==> src/rtl/xgmii_pkg.sv <==
`default_nettype none
// ============================================================================
// Module      : xgmii_pkg
// Description : Shared XGMII definitions for the TX link-fault sequencer:
//               column encodings, control characters, fault status codes
//               and the fault-sequencer state type.
// Revision    : 1.0 - initial release
// ============================================================================
package xgmii_pkg;

    // XGMII control characters
    localparam logic [7:0] C_CHAR_START = 8'hFB;
    localparam logic [7:0] C_CHAR_TERM  = 8'hFD;
    localparam logic [7:0] C_CHAR_ERROR = 8'hFE;
    localparam logic [7:0] C_CHAR_IDLE  = 8'h07;
    localparam logic [7:0] C_CHAR_SEQ   = 8'h9C;

    // Whole-column encodings (lane 0 in [7:0])
    localparam logic [63:0] C_IDLE_TXD  = {8{C_CHAR_IDLE}};
    localparam logic [7:0]  C_IDLE_TXC  = 8'hFF;
    localparam logic [63:0] C_ERROR_TXD = {8{C_CHAR_ERROR}};
    localparam logic [7:0]  C_ERROR_TXC = 8'hFF;
    localparam logic [63:0] C_RF_TXD    = 64'h0000_0000_0200_009C;
    localparam logic [7:0]  C_RF_TXC    = 8'h01;
    localparam logic [63:0] C_LF_TXD    = 64'h0000_0000_0100_009C;
    localparam logic [7:0]  C_LF_TXC    = 8'h01;

    // link_fault status codes; 2'b11 is handled as a local fault
    localparam logic [1:0] FAULT_OK     = 2'b00;
    localparam logic [1:0] FAULT_REMOTE = 2'b01;
    localparam logic [1:0] FAULT_LOCAL  = 2'b10;

    // Sequencer states; values are visible on the fault_state port
    typedef enum logic [2:0] {
        ST_NORMAL    = 3'd0,
        ST_TRUNC     = 3'd1,
        ST_SEND_RF   = 3'd2,
        ST_SEND_IDLE = 3'd3,
        ST_RECOVER   = 3'd4
    } fault_state_t;

endpackage
`default_nettype wire

==> src/rtl/xgmii_frame_tracker.sv <==
`default_nettype none
// ============================================================================
// Module      : xgmii_frame_tracker
// Description : Decodes Start / Terminate on the MAC TX column and tracks
//               whether the MAC is inside a frame. Follows the MAC input at
//               all times, including while the MAC is not being forwarded.
// Revision    : 1.0 - initial release
// ============================================================================
module xgmii_frame_tracker
    import xgmii_pkg::*;
(
    input  logic        tx_clk,
    input  logic        reset,
    input  logic [63:0] mac_txd,
    input  logic [7:0]  mac_txc,
    output logic        start_col,
    output logic        term_col,
    output logic        in_frame
);

    logic [7:0] w_term_lane;
    logic       r_in_frame;

    // Per-lane Terminate detection
    generate
        for (genvar i = 0; i < 8; i++) begin : g_lane
            assign w_term_lane[i] = mac_txc[i] && (mac_txd[8*i +: 8] == C_CHAR_TERM);
        end
    endgenerate

    assign start_col = mac_txc[0] && (mac_txd[7:0] == C_CHAR_START);
    assign term_col  = |w_term_lane;
    assign in_frame  = r_in_frame;

    // Frame flag: Terminate wins over Start in the same column
    always_ff @(posedge tx_clk or negedge reset) begin
        if (!reset) begin
            r_in_frame <= 1'b0;
        end else if (term_col) begin
            r_in_frame <= 1'b0;
        end else if (start_col) begin
            r_in_frame <= 1'b1;
        end
    end

endmodule
`default_nettype wire

==> src/rtl/link_fault_tx_ctrl.sv <==
`default_nettype none
// ============================================================================
// Module      : link_fault_tx_ctrl
// Description : XGMII TX link-fault sequencer. Forwards MAC columns while
//               the link is healthy, truncates frames with an ERROR column
//               on fault onset, sends Remote Fault ordered sets during a
//               local fault, Idles during a remote fault, and requires
//               RECOVER_COLS fault-free columns before resuming MAC data.
//               Optional macro LINK_FAULT_STATS_EN adds saturating
//               fault_entry_cnt / trunc_cnt status counters.
// Revision    : 1.0 - initial release
// ============================================================================
module link_fault_tx_ctrl
    import xgmii_pkg::*;
#(
    parameter int unsigned RECOVER_COLS = 4
) (
    input  logic        tx_clk,
    input  logic        reset,
    input  logic [1:0]  link_fault,
    input  logic [63:0] mac_txd,
    input  logic [7:0]  mac_txc,
    output logic        mac_tx_ready,
    output logic [63:0] xgmii_txd,
    output logic [7:0]  xgmii_txc,
    output logic [2:0]  fault_state
`ifdef LINK_FAULT_STATS_EN
    ,
    output logic [15:0] fault_entry_cnt,
    output logic [15:0] trunc_cnt
`endif
);

    localparam logic [7:0] C_OK_MAX = 8'(RECOVER_COLS - 1);

    fault_state_t r_state;
    fault_state_t w_next_state;
    fault_state_t w_fault_dest;
    logic [7:0]   r_ok_cnt;
    logic [63:0]  r_txd;
    logic [7:0]   r_txc;
    logic [63:0]  w_next_txd;
    logic [7:0]   w_next_txc;
    logic         r_ready_en;
    logic         w_fault;
    logic         w_start;
    logic         w_term;
    logic         w_in_frame;

    xgmii_frame_tracker u_frame_tracker (
        .tx_clk    (tx_clk),
        .reset     (reset),
        .mac_txd   (mac_txd),
        .mac_txc   (mac_txc),
        .start_col (w_start),
        .term_col  (w_term),
        .in_frame  (w_in_frame)
    );

    assign w_fault      = (link_fault != FAULT_OK);
    // bit 1 set covers both 2'b10 and 2'b11
    assign w_fault_dest = link_fault[1] ? ST_SEND_RF : ST_SEND_IDLE;

    // Next-state selection from current state, fault status and frame context
    always_comb begin
        w_next_state = r_state;
        case (r_state)
            ST_NORMAL: begin
                if (w_fault) begin
                    if (w_in_frame || w_start) begin
                        // A Terminate column closes the frame cleanly, so it
                        // is passed and the fault is handled one column later
                        if (!w_term) begin
                            w_next_state = ST_TRUNC;
                        end
                    end else begin
                        w_next_state = w_fault_dest;
                    end
                end
            end
            ST_TRUNC, ST_SEND_RF, ST_SEND_IDLE: begin
                w_next_state = w_fault ? w_fault_dest : ST_RECOVER;
            end
            ST_RECOVER: begin
                if (w_fault) begin
                    w_next_state = w_fault_dest;
                end else if ((r_ok_cnt == C_OK_MAX) && !w_in_frame) begin
                    w_next_state = ST_NORMAL;
                end
            end
            default: begin
                w_next_state = ST_NORMAL;
            end
        endcase
    end

    // Column to register, chosen by the state being entered so a fault
    // takes effect in the same column it is sampled with
    always_comb begin
        w_next_txd = C_IDLE_TXD;
        w_next_txc = C_IDLE_TXC;
        case (w_next_state)
            ST_NORMAL: begin
                w_next_txd = mac_txd;
                w_next_txc = mac_txc;
            end
            ST_TRUNC: begin
                w_next_txd = C_ERROR_TXD;
                w_next_txc = C_ERROR_TXC;
            end
            ST_SEND_RF: begin
                w_next_txd = C_RF_TXD;
                w_next_txc = C_RF_TXC;
            end
            default: begin
                w_next_txd = C_IDLE_TXD;
                w_next_txc = C_IDLE_TXC;
            end
        endcase
    end

    // State register, output column register and post-reset ready enable
    always_ff @(posedge tx_clk or negedge reset) begin
        if (!reset) begin
            r_state    <= ST_NORMAL;
            r_txd      <= C_IDLE_TXD;
            r_txc      <= C_IDLE_TXC;
            r_ready_en <= 1'b0;
        end else begin
            r_state    <= w_next_state;
            r_txd      <= w_next_txd;
            r_txc      <= w_next_txc;
            r_ready_en <= 1'b1;
        end
    end

    // Consecutive fault-free column counter, live only in RECOVER
    always_ff @(posedge tx_clk or negedge reset) begin
        if (!reset) begin
            r_ok_cnt <= '0;
        end else if ((r_state != ST_RECOVER) || w_fault) begin
            r_ok_cnt <= '0;
        end else if (r_ok_cnt != C_OK_MAX) begin
            r_ok_cnt <= r_ok_cnt + 8'd1;
        end
    end

    assign xgmii_txd    = r_txd;
    assign xgmii_txc    = r_txc;
    assign fault_state  = r_state;
    assign mac_tx_ready = r_ready_en && (r_state == ST_NORMAL);

`ifdef LINK_FAULT_STATS_EN
    logic [15:0] r_fault_entry_cnt;
    logic [15:0] r_trunc_cnt;

    // Saturating counts of NORMAL exits and TRUNC entries
    always_ff @(posedge tx_clk or negedge reset) begin
        if (!reset) begin
            r_fault_entry_cnt <= '0;
            r_trunc_cnt       <= '0;
        end else begin
            if ((r_state == ST_NORMAL) && (w_next_state != ST_NORMAL) &&
                (r_fault_entry_cnt != 16'hFFFF)) begin
                r_fault_entry_cnt <= r_fault_entry_cnt + 16'd1;
            end
            if ((w_next_state == ST_TRUNC) && (r_trunc_cnt != 16'hFFFF)) begin
                r_trunc_cnt <= r_trunc_cnt + 16'd1;
            end
        end
    end

    assign fault_entry_cnt = r_fault_entry_cnt;
    assign trunc_cnt       = r_trunc_cnt;
`endif

endmodule
`default_nettype wire

==> config.mk <==
export PLATFORM = sky130hd
export DESIGN_NAME = link_fault_tx_ctrl
export DESIGN_NICKNAME = d
export VERILOG_FILES = /design/src/rtl/xgmii_pkg.sv /design/src/rtl/xgmii_frame_tracker.sv /design/src/rtl/link_fault_tx_ctrl.sv
export SDC_FILE = /design/constraint.sdc
export NUM_CORES = 1
export LEC_CHECK = 0
export BUFFER_PORTS_ARGS = -buffer_cell sky130_fd_sc_hd__buf_4
export CAP_MARGIN = 10
export CORE_UTILIZATION = 51
export DETAILED_ROUTE_END_ITERATION = 6
export PLACE_DENSITY = 0.85
export REMOVE_ABC_BUFFERS = 1
export SKIP_LAST_GASP = 1
export SLEW_MARGIN = 20
export SYNTH_ARGS = -nofsm -noshare
export SYNTH_HDL_FRONTEND = slang
export SYNTH_SLANG_ARGS = --single-unit
export TNS_END_PERCENT = 30
==> constraint.sdc <==
create_clock -name tx_clk -period 3.26 [get_ports tx_clk]
set_input_delay 0.326 -clock tx_clk [delete_from_list [all_inputs] [get_ports tx_clk]]
set_output_delay 0.326 -clock tx_clk [all_outputs]
set_load 0.05 [all_outputs]
# Yosys cells after proc, flatten, opt, wreduce, memory -nomap -nowiden

Cells that the tools add are included.

Add/subtract/negate cells: 1
Equal/unequal tests: 18
Muxes and demuxes: 14
Reduce and logical (&&, ||, !) cells: 21

Operators with widths:

| cell                                                                  | number |
|---|---|
| 64-bit one-hot mux with 3 select lines                                | 1 |
| 8-bit equality test, second input constant                            | 9 |
| 3-bit 2-to-1 mux                                                      | 6 |
| 8-bit 2-to-1 mux                                                      | 2 |
| 8-bit one-hot mux with 2 select lines                                 | 1 |
| 1-bit logical AND                                                     | 11 |
| 3-bit by 2-bit equality test with 1-bit output, second input constant | 3 |
| 3-bit one-hot mux with 3 select lines                                 | 1 |
| 8-bit by 1-bit adder with 8-bit output, second input constant         | 1 |
| 8-bit by 2-bit equality test with 1-bit output, second input constant | 1 |
| 8-bit by 2-bit != test with 1-bit output, second input constant       | 1 |
| 8-bit OR reduction                                                    | 1 |
| 3-bit by 1-bit equality test with 1-bit output, second input constant | 2 |
| 3-bit logical NOT                                                     | 2 |
| 2-bit nonzero test                                                    | 3 |
| 3-bit equality test, second input constant                            | 1 |
| 1-bit 2-to-1 mux                                                      | 3 |
| 3-bit != test, second input constant                                  | 1 |
| 3-bit OR reduction                                                    | 1 |
| 1-bit logical OR                                                      | 2 |
| 1-bit logical NOT                                                     | 1 |

Bits in registers: 85
Input bits: 76
Output and inout bits: 76
Word-level logic and storage cells: 60

# Depth between registers and ports, before layout

Gate-level depths: netlist of the first run.

Word-level depth: 9
Mapped depth: 9
Gate-level depth less buffers: 7

# Modules after synthesis

From an unflattened synthesis of the first run, not the netlist that was laid out.

Cells, all modules: 288
Area total of the unflattened synthesis: 3460.8 um^2

Modules (own cells, without submodules):

| module              | instances | cells each | area each (um^2) | sequential area each (um^2) |
|---|---|---|---|---|
| link_fault_tx_ctrl  | 1         | 250        | 3233.1           | 2142.1 |
| xgmii_frame_tracker | 1         | 38         | 227.7            | 25.0 |

# Worst setup path before layout of the first run

No wires, ideal clock.

Path type: reg2reg
Start point: reg r_state[0], in the netlist fault_state[0]
End point: reg r_txd[3], in the netlist xgmii_txd[3]
Setup time: 130 ps
Arrival time: 2128 ps
Setup slack: 1002 ps
Cell stages (with the launch flop): 10
Path through: dfrtp_1 or2_2 nor2_1 nand2_1 o21ba_2 clkbuf_1 a21o_1 inv_1 buf_2 o22ai_1

Cells in the longest elaborated chain, start to end: 6
Elaborated cells on any way between the ends: 16
Classes of those cells: eq/ne: 6; mux: 7; reduce/logical: 3

Ends and longest elaborated chain:

| item                                                                         | line                      | text |
|---|---|---|
| from (decl)                                                                  | link_fault_tx_ctrl.sv:36  | `fault_state_t r_state;` |
| from (signal assigned)                                                       | link_fault_tx_ctrl.sv:130 | `r_state <= w_next_state;` |
| 3-bit 2-to-1 mux                                                             | link_fault_tx_ctrl.sv:73  | `if (!w_term) begin` |
| 3-bit 2-to-1 mux                                                             | link_fault_tx_ctrl.sv:70  | `if (w_in_frame \|\| w_start) begin` |
| 3-bit 2-to-1 mux                                                             | link_fault_tx_ctrl.sv:69  | `if (w_fault) begin` |
| 3-bit one-hot mux with 3 select lines (*)                                    | link_fault_tx_ctrl.sv:67  | `case (r_state)` |
| net w_next_state[0]                                                          | link_fault_tx_ctrl.sv:37  | `fault_state_t w_next_state;` |
| 3-bit by 2-bit equality test with 1-bit output, or another cell as far along | link_fault_tx_ctrl.sv:102 | `case (w_next_state)` |
| 64-bit one-hot mux with 3 select lines (*)                                   | link_fault_tx_ctrl.sv:102 |  |
| net w_next_txd[3]                                                            | link_fault_tx_ctrl.sv:42  | `logic [63:0] w_next_txd;` |
| to (signal assigned)                                                         | link_fault_tx_ctrl.sv:131 | `r_txd <= w_next_txd;` |
| to (decl)                                                                    | link_fault_tx_ctrl.sv:40  | `logic [63:0] r_txd;` |

The timed path passes the listed nets; every way through them passes the cells marked *.
A chain may end at the register's enable or synchronous reset.

# Final worst setup path of the first run

Start point: reg r_ok_cnt[0]
End point: reg r_txd[7], in the netlist xgmii_txd[7]

Cells in the longest elaborated chain, start to end: 7
Elaborated cells on any way between the ends: 9
Classes of those cells: eq/ne: 3; mux: 4; reduce/logical: 2

Ends and longest elaborated chain:

| item                                                                         | line                      | text |
|---|---|---|
| from (decl)                                                                  | link_fault_tx_ctrl.sv:39  | `logic [7:0] r_ok_cnt;` |
| from (signal assigned)                                                       | link_fault_tx_ctrl.sv:144 | `r_ok_cnt <= r_ok_cnt + 8'd1;` |
| 8-bit by 2-bit equality test with 1-bit output (*)                           | link_fault_tx_ctrl.sv:87  | `end else if ((r_ok_cnt == C_OK_MAX) && !w_in_frame) begin` |
| 1-bit logical AND (*)                                                        | link_fault_tx_ctrl.sv:87  |  |
| 3-bit 2-to-1 mux (*)                                                         | link_fault_tx_ctrl.sv:87  |  |
| 3-bit 2-to-1 mux (*)                                                         | link_fault_tx_ctrl.sv:85  | `if (w_fault) begin` |
| 3-bit one-hot mux with 3 select lines (*)                                    | link_fault_tx_ctrl.sv:67  |  |
| 3-bit by 2-bit equality test with 1-bit output, or another cell as far along | link_fault_tx_ctrl.sv:102 |  |
| 64-bit one-hot mux with 3 select lines (*)                                   | link_fault_tx_ctrl.sv:102 |  |
| net w_next_txd[7]                                                            | link_fault_tx_ctrl.sv:42  |  |

Marks and branches as above.

==> results of run 1 <==
layer usage:
metal  routed length [um]  vias to the layer above  share of wire (%)
li1                     -                     1387                  -
met3                  759                       22                7.9
met2                 4970                      151                 51
met5                    0                        -                  0
met1                 3690                     1514                 38
met4                  239                        0                2.5
path summary, 6_finish.rpt:
kind                            endpoint  slack, ns
max in group asynchronous  xgmii_txd[22]       2.75
min reg2reg                  r_ok_cnt[7]       0.56
min in group tx_clk         xgmii_txc[0]       0.18
min                        xgmii_txd[11]      0.005
max reg2reg                 xgmii_txd[7]       0.86
max                         xgmii_txd[7]       0.86
stage by stage:
step	power, mW	instances
floorplan	2.89	293
global placement	3.56	528
detailed placement	3.60	528
CTS	4.45	544
global route	4.59	544
finish	4.43	544
sequential cells by signal, summed over array words and instances, names as in the netlist:
| signal | cells |
|---|---|
| xgmii_txd | 64 |
| xgmii_txc | 8 |
| fault_state | 3 |
| r_ok_cnt | 8 |
| u_frame_tracker.in_frame | 1 |
| r_ready_en | 1 |
logic make-up (layout without fill, tap and decap cells):
kind of cell               Yosys count  in the layout  share of synthesized area [%]
and+or+nand+nor                    104            104                           14.6
AOI/OAI and AO/OA                   88             88                           16.7
DFF                                 85             85                           63.2
buffers and inverters               25            180                           2.95
xor gates and xnor gates             7              7                           1.79
adders and majority gates            1              1                          0.365
other                                1              1                          0.109
muxes                                1              1                          0.292
final cells by class:
class	count	area [um^2]
Clock inverter	5	82.6
Inverter	6	22.5
Multi-Input combinational cell	202	1170
Clock buffer	11	151
Fill cell	461	1540
Timing Repair Buffer	158	1190
Tap cell	77	96.3
Sequential cell	85	2170
cell usage in the layout, fill, tap and decap left out, types with 2 or more instances in the layout:
cell type / n
o21a_1: 37
nand4_1: 8
inv_1: 5
and3_1: 3
clkinv_4: 2
nand2b_1: 2
bufinv_16: 2
a21oi_1: 34
o22ai_1: 2
buf_4: 157
and3b_1: 2
or3_1: 2
nor2_1: 14
xor2_1: 5
nand2_1: 39
xnor2_1: 2
nor3_1: 2
dfstp_2: 32
nor4_1: 10
nand3_1: 16
dfrtp_1: 53
clkbuf_8: 11
o21ai_0: 8
power groups by stage:
| stage | combinational, mW | clock, mW | sequential [mW] |
|---|---|---|---|
| after global placement | 2.05 | 0 | 1.50 |
| after global routing | 2.17 | 0.905 | 1.52 |
| final | 2.09 | 0.845 | 1.50 |
| after detailed placement | 2.08 | 0 | 1.52 |
| after CTS | 2.09 | 0.860 | 1.50 |
| after floorplan | 0.386 | 0 | 2.50 |
worst reg2reg max path: stages (launching register included):
cell and delay (ns):
dfrtp_1 0.42, ha_1 0.26, nor4b_1 0.37, and3_1 0.24, o22ai_2 0.23, nor2_2 0.20, buf_4 0.29, o21ai_0 0.15
o22ai_1 0.14
==> qor.yml, run 1 <==
viasPerCell: 5.65
finalCriticalPeriod_ns: 2.40
cts.sink_count: 85
dpl_worst_slack_ns: 0.816
peakVddDrop_mv: 0.633
ys_seq_area_share_pct: 63.2
drc: 22
grt-ovfl-total: 0
p_int_mw: 2.48
endpoint_kind: "register"
antenna_found_initial: 0
postLayoutCoreUtil_pct: 76.0
clk_latency_ns: 0.35
cts_setup_buffers: 0
fin_nets: 539
cts_hold_buf: 0
drt_iter0_markers: 207
finalInstanceArea_um2: 4880
holdWs_ns: 0.00521
setup_ws_ns: 0.865
ys_top_cells_by_area: "dfrtp_1 39%, dfstp_2 25%, o21a_1 8.1%"
max_stage_delay_ns: 0.42
power_per_cell_area_nw_per_um2: 907
reg2regPathDepth: 8
port_buffers: 151
use_met2_pct: 48.3
synth_cell_type_count: 37
drv_cap: 0
ioPinCount: 152
hold_violations: 0
reg2reg_from: "r_ok_cnt[0]"
setup_viol_count_final: 0
post-route-period-util_pct: 73.5
dp_hpwl_mm: 6.81
required_ns: 3.53
std_cell_rows: 29
startpoint_type: "register"
slew_headroom_pct: 50.6
clk_pin_slew_ns: 0.08
firstDrtPassIters: 6
grt_pass1_vias: 3201
critPathArrivalTime_ns: 2.66
drive_gt1_share_pct: 45.4
pwr-share-seq_pct: 33.8
failed_checks: "design-rule violations"
fin_skew_ns: 0.00887
synthArstFlopShare_pct: 100
worstSetupStartpoint: "r_ok_cnt[0]"
ant_nets: 0
grt_usage_pct: 28.5
cts_inserted_buffers: 9
path_delay_family: "simple AND/OR/NAND/NOR gates"
place_area_um2: 4640
status: "finished, violations left"
grt_most_used_layer: "met2"
grt_pass1_wl_mm: 15.3
grt_use_met3_pct: 6.63
drv_slew: 0
cts_buffer_depth: 2
pwr-share-comb_pct: 47.1
netlist_instances: 312
core_area_um2: 6420
crit_cells: 8
pwr-share-clk_pct: 19.1
p_switching_mw: 1.95
critPathBufInv: 1
netlist_area_um2: 3430
diodes: 0
grt_max_degree: 86
wire_per_inst_um: 17.8
die_y_um: 84.0
dieArea_um2: 7060
start_util_pct: 53.4
worst_slew_pin_slew_ns: 0.741
via_count: 3074
area_delta_synth_final_pct: 42.3
dieWidth_um: 84.0
p_leak_nw: 2.35
rsz0062_at_grt: "false"
path_cells: "ha_1 -> nor4b_1 -> and3_1 -> o22ai_2 -> nor2_2 -> buf_4 -> o21ai_0 -> o22ai_1"
ys_ff_latch: 85
syn_area_per_cell_um2: 11.0
ys_warn_count: 0
place.gp.congestion: 0.811
synth_edf_count: 0
htreeDepth: 3
hold_path.class: "in -> async"
tns_ns: 0
netSwitchingFraction_pct: 44.0
drt-total-wl_mm: 9.66
yosysTopAreaCell: "dfrtp_1"
synth_common_cells: "53 x dfrtp_1, 39 x nand2_1, 37 x o21a_1"
ctsResizeCount: 0
yosysMostFrequentCell: "dfrtp_1"
cts_tree: "built"
synth_top_cell_area_share_pct: 38.7
synthFlopType: "dfrtp_1"
slowest_stage: "dfrtp_1"
cts_root_buf: "clkbuf_8"
grt_util_met1_pct: 34.3
worst-setup-path-type: "reg -> reg"
critPathMaxFanout: 22
max_freq_mhz: 418
Power figures use the tool's default switching activity.
==> run 2, diff against run 1 <==
- CORE_UTILIZATION: 51 -> 42
- PLACE_DENSITY: 0.85 -> 0.75
- clock period: 3.26 -> 2 ns (I/O delays scaled with it)
==> qor.yml, run 2 (synthesis gave the netlist of run 1 again) <==
status: "complete, no violations"
hold_path.class: "in -> reg"
endpoint_kind: "register"
start_util_pct: 43.9  # -9.5 points
place.gp.congestion: 0.877  # +8.1%
startpoint_type: "register"
grt_usage_pct: 23.1  # -5.4 points
rsz0062_at_grt: "false"
core_area_um2: 7810  # +22%
p_leak_nw: 2.45  # +4.1%
post-route-period-util_pct: 96.6  # +23 points
viasPerCell: 5.14  # -9.1%
grt_pass1_vias: 3020  # -5.7%
critPathMaxFanout: 23  # +4.5%
via_count: 3016  # -1.9%
max_freq_mhz: 518  # +24%
drv_cap: 0  # unchanged
grt_max_degree: 46  # -47%
clk_pin_slew_ns: 0.09  # about the same
die_y_um: 92.4  # +10%
worst_slew_pin_slew_ns: 0.516  # -0.225 ns
dieWidth_um: 92.4  # +10%
drv_slew: 0  # unchanged
drive_gt1_share_pct: 48.2  # +2.9 points
required_ns: 2.26  # -1.27 ns
setup_ws_ns: 0.0683  # -0.797 ns
final_cell_mix: "170 x buf_4, 53 x dfrtp_1, 39 x nand2_1, 37 x o21a_1, 34 x a21oi_1"
dp_hpwl_mm: 7.00  # +2.8%
drt-total-wl_mm: 9.49  # -1.7%
fin_skew_ns: 0.0139  # +0.00506 ns
dieArea_um2: 8530  # +21%
power_per_cell_area_nw_per_um2: 1420  # +56%
grt_pass1_wl_mm: 15.2  # -0.50%
port_buffers: 151  # unchanged
cts_root_buf: "clkbuf_8"
ant_nets: 0  # unchanged
htreeDepth: 3  # unchanged
final_common_cell: "buf_4"
final_cells: 587  # +7.9%
std_cell_rows: 32  # +10%
hold_violations: 0  # unchanged
largest_reg_flops: 64  # unchanged
finalCriticalPeriod_ns: 1.93  # -0.463 ns
clk_latency_ns: 0.36  # about the same
diodes: 0  # unchanged
fin_nets: 557  # +3.3%
dpl_worst_slack_ns: -0.0552  # -0.871 ns
setup_viol_count_final: 0  # unchanged
reg2reg_setup_slack_ns: 0.07  # -0.80 ns
slew_headroom_pct: 65.6  # +15 points
cts_inserted_buffers: 9  # unchanged
drc: 0  # -100%
worst-setup-path-type: "reg -> reg"
cts_setup_buffers: 0  # unchanged
cts_tree: "built"
grt-ovfl-total: 0  # unchanged
place_area_um2: 4860  # +4.6%
peakVddDrop_mv: 0.619  # -2.2%
area_delta_synth_final_pct: 49.2
finalInstanceArea_um2: 5120  # +4.8%
firstDrtPassIters: 4  # -2
cts_buffer_depth: 2  # unchanged
antenna_found_initial: 0  # unchanged
place_inst: 570  # +8.0%
wire_per_inst_um: 16.2  # -8.9%
drt_iter0_markers: 183  # -12%
ioPinCount: 152  # unchanged
critPathArrivalTime_ns: 2.19  # -0.47 ns
cts.sink_count: 85  # unchanged
run 2: cell types whose count changed in the layout (fill, tap and decap cells not counted), moves of 2 or more:
cell,change
nor2_1,-2
buf_12,+5
inv_6,+2
buf_4,+13
run 2: final timing paths:
check                                    start       endpoint  cells past startpoint
worst max-delay path            fault_state[0]   xgmii_txd[4]                      7
worst min-delay path               mac_txd[25]  xgmii_txd[25]                      2
worst max register to register  fault_state[0]   xgmii_txd[4]                      7
worst min register to register     r_ok_cnt[7]    r_ok_cnt[7]                      2
max in group asynchronous                reset   xgmii_txc[6]                      3
min in group asynchronous                reset   xgmii_txd[5]                      2
run 2: critical path, stage by stage, from the launching register on:
cell and delay (ns):
dfrtp_1 0.40, or2_2 0.37, nor2_2 0.12, nand2_1 0.09
o21ba_2 0.21, a21o_1 0.17, buf_4 0.22, a311oi_2 0.26
run 2: routing by layer:
layer  global-route usage, %  wire [um]
met1                    29.7       3940
met3                    5.09        701
met4                    8.46        139
met5                       0          0
met2                    38.3       4720
run 2: final cells by class:
| type | instances | area [um^2] |
|---|---|---|
| inverters | 6 | 22.5 |
| flip-flops and latches | 85 | 2170 |
| well taps | 102 | 128 |
| repair buffers | 176 | 1390 |
| fillers | 615 | 2690 |
| multi-input cells | 202 | 1210 |
| clock buffers | 10 | 138 |
| clock inverters | 6 | 70.1 |
run 2: report_power, final:
part	internal (mW)	leakage [nW]	switching [mW]	total, mW
combinational	1.10	1.33	2.45	3.55
clock	0.623	0.107	0.646	1.27
sequential	2.29	1.02	0.142	2.43
total	4.02	2.45	3.24	7.25
run 2: timing repair:
item                                   in CTS  in global routing
endpoints found under the hold margin      19                  0
gates resized for setup                     1                  8
setup endpoints to repair                  11                 28
hold buffers                                1                  0
run 2: stage by stage:
stage                     TNS (ns)  util [%]  hold slack, ns  total power, mW
after detailed placement    -0.884      62.2           0.213             6.00
after CTS                  -0.0452      65.1          0.0412             7.27
after global placement     -0.0222      62.2           0.204             5.95
final                            0      65.5          0.0514             7.25
after floorplan             -64.14         -         -0.0956             4.71
after global routing             0      65.5          0.0568             7.55
==> run 3, diff against run 2 <==
- SETUP_SLACK_MARGIN: unset -> 0.4
==> qor.yml, run 3 (synthesis gave the netlist of run 1 again) <==
worst-setup-path-type: "in -> reg"
reg2regPathDepth: 8  # +1
core_area_um2: 7810  # unchanged
required_ns: 2.31  # +0.05 ns
grt_pass1_vias: 3221  # +6.7%
dieWidth_um: 92.4  # unchanged
startpoint_type: "input port"
cts_root_buf: "clkbuf_8"
holdWs_ns: 0.0470  # -0.00445 ns
critPathBufInv: 6  # +5
firstDrtPassIters: 4  # unchanged
path_delay_family: "compound AO/OA/AOI/OAI gates"
start_util_pct: 43.9  # unchanged
die_y_um: 92.4  # unchanged
wire_per_inst_um: 18.0  # +11%
grt-ovfl-total: 0  # unchanged
setup_viol_count_final: 0  # unchanged
htreeDepth: 3  # unchanged
final_common_cell: "buf_4"
tns_ns: 0  # unchanged
cts.sink_count: 85  # unchanged
grt_max_degree: 46  # unchanged
final_cell_mix: "182 x buf_4, 52 x dfrtp_1, 38 x nand2_1, 37 x o21a_1, 32 x dfstp_2"
place.gp.congestion: 0.877  # unchanged
place_area_um2: 4860  # unchanged
ant_nets: 0  # unchanged
crit_cells: 11  # +4
ioPinCount: 152  # unchanged
dpl_worst_slack_ns: -0.0552  # unchanged
worstSetupStartpoint: "mac_txd[6]"
finalCriticalPeriod_ns: 1.82  # -0.115 ns
peakVddDrop_mv: 0.633  # +2.3%
cts_tree: "built"
postLayoutCoreUtil_pct: 71.1  # +5.5 points
grt_usage_pct: 25.9  # +2.8 points
rsz0062_at_grt: "true"
diodes: 0  # unchanged
dieArea_um2: 8530  # unchanged
drc: 0  # unchanged
max_freq_mhz: 550  # +6.3%
critPathArrivalTime_ns: 2.12  # -0.07 ns
reg2reg_setup_slack_ns: 0.20  # +0.13 ns
fin_nets: 579  # +3.9%
worstHoldStart: "mac_txc[0]"
critPathMaxFanout: 9  # -61%
drv_slew: 0  # unchanged
crit_path_end: "xgmii_txd[43]"
reg2reg_from: "r_ok_cnt[1]"
slew_headroom_pct: 65.0  # -0.60 points
drt_iter0_markers: 164  # -10%
fin_skew_ns: 0.0137  # -0.000183 ns
dp_hpwl_mm: 7.00  # unchanged
clk_pin_slew_ns: 0.09  # about the same
power_per_cell_area_nw_per_um2: 1400  # -1.4%
hold_path.class: "in -> reg"
grt_pass1_wl_mm: 16.8  # +11%
largest_reg_flops: 64  # unchanged
nFillCells: 542  # -12%
drv_cap: 0  # unchanged
slowest_stage: "o41a_1"
endpoint_kind: "register"
multi_input_area_um2: 1340  # +11%
clk_latency_ns: 0.36  # about the same
drive_gt1_share_pct: 55.4  # +7.2 points
cts_inserted_buffers: 9  # unchanged
timing.rr.end: "xgmii_txd[48]"
viasPerCell: 5.29  # +2.9%
hold_violations: 0  # unchanged
setup_ws_ns: 0.183  # +0.115 ns
drt-total-wl_mm: 10.9  # +15%
cts_buffer_depth: 2  # unchanged
antenna_found_initial: 0  # unchanged
regArea_um2: 2170  # about the same
p_leak_nw: 2.63  # +7.2%
area_delta_synth_final_pct: 61.8
post-route-period-util_pct: 90.9  # -5.7 points
via_count: 3219  # +6.7%
max_stage_delay_ns: 0.46  # +0.06 ns
worst_slew_pin_slew_ns: 0.525  # +0.00895 ns
port_buffers: 151  # unchanged
finalInstanceArea_um2: 5550  # +8.5%
std_cell_rows: 32  # unchanged
status: "complete, no violations"
path_cells: "buf_4 -> nand4_1 -> o41a_1 -> buf_6 -> o31ai_4 -> inv_2 -> buf_4 -> nor2_4 -> buf_6 -> buf_16 -> o21a_1"
-- run 3: through the flow --
| step | power [mW] | cells |
|---|---|---|
| floorplan | 4.71 | 293 |
| global placement | 5.95 | 570 |
| detailed placement | 6.00 | 570 |
| CTS | 7.62 | 605 |
| global route | 8.03 | 609 |
| finish | 7.76 | 609 |
-- run 3: power by group --
group | internal (mW) | total (mW) | leakage [nW] | switching, mW
registers | 2.29 | 2.44 | 1.02 | 0.150
logic | 1.39 | 4.03 | 1.51 | 2.64
clock network | 0.623 | 1.28 | 0.107 | 0.661
-- run 3: routing by layer --
layer  routed length [um]  track usage [%]  vias up
met5                    0                0        -
li1                     -                -     1470
met4                  183             9.51        0
met3                  727             5.67       18
met2                 5520             44.4      144
met1                 4520             31.9     1587
-- run 3: worst min-delay path by stage --
stage / to / slack, ns / depth (start not counted)
floorplan: fault_state[0] / -0.1 / 0
global placement: xgmii_txd[5] / 0.20 / 1
detailed placement: xgmii_txd[5] / 0.21 / 1
CTS: xgmii_txd[25] / 0.04 / 2
global route: xgmii_txd[60] / 0.06 / 2
finish: xgmii_txc[0] / 0.05 / 2
-- run 3: layout make-up --
| type | count | area share (%) |
|---|---|---|
| Sequential cell | 85 | 39.1 |
| Timing Repair Buffer | 198 | 30.2 |
| Multi-Input combinational cell | 202 | 24.2 |
| Clock buffer | 10 | 2.48 |
| Tap cell | 102 | 2.30 |
| Clock inverter | 6 | 1.26 |
| Inverter | 6 | 0.541 |
-- run 3: repair_timing --
action / 4_1_cts / 5_1_grt
cloned: 3 / 1
setup buffers: 15 / 3
hold buffers: 1 / 0
endpoints found under the setup margin: 74 / 75
endpoints found under the hold margin: 19 / 0
pin swaps: 17 / 5
resized for setup: 42 / 14
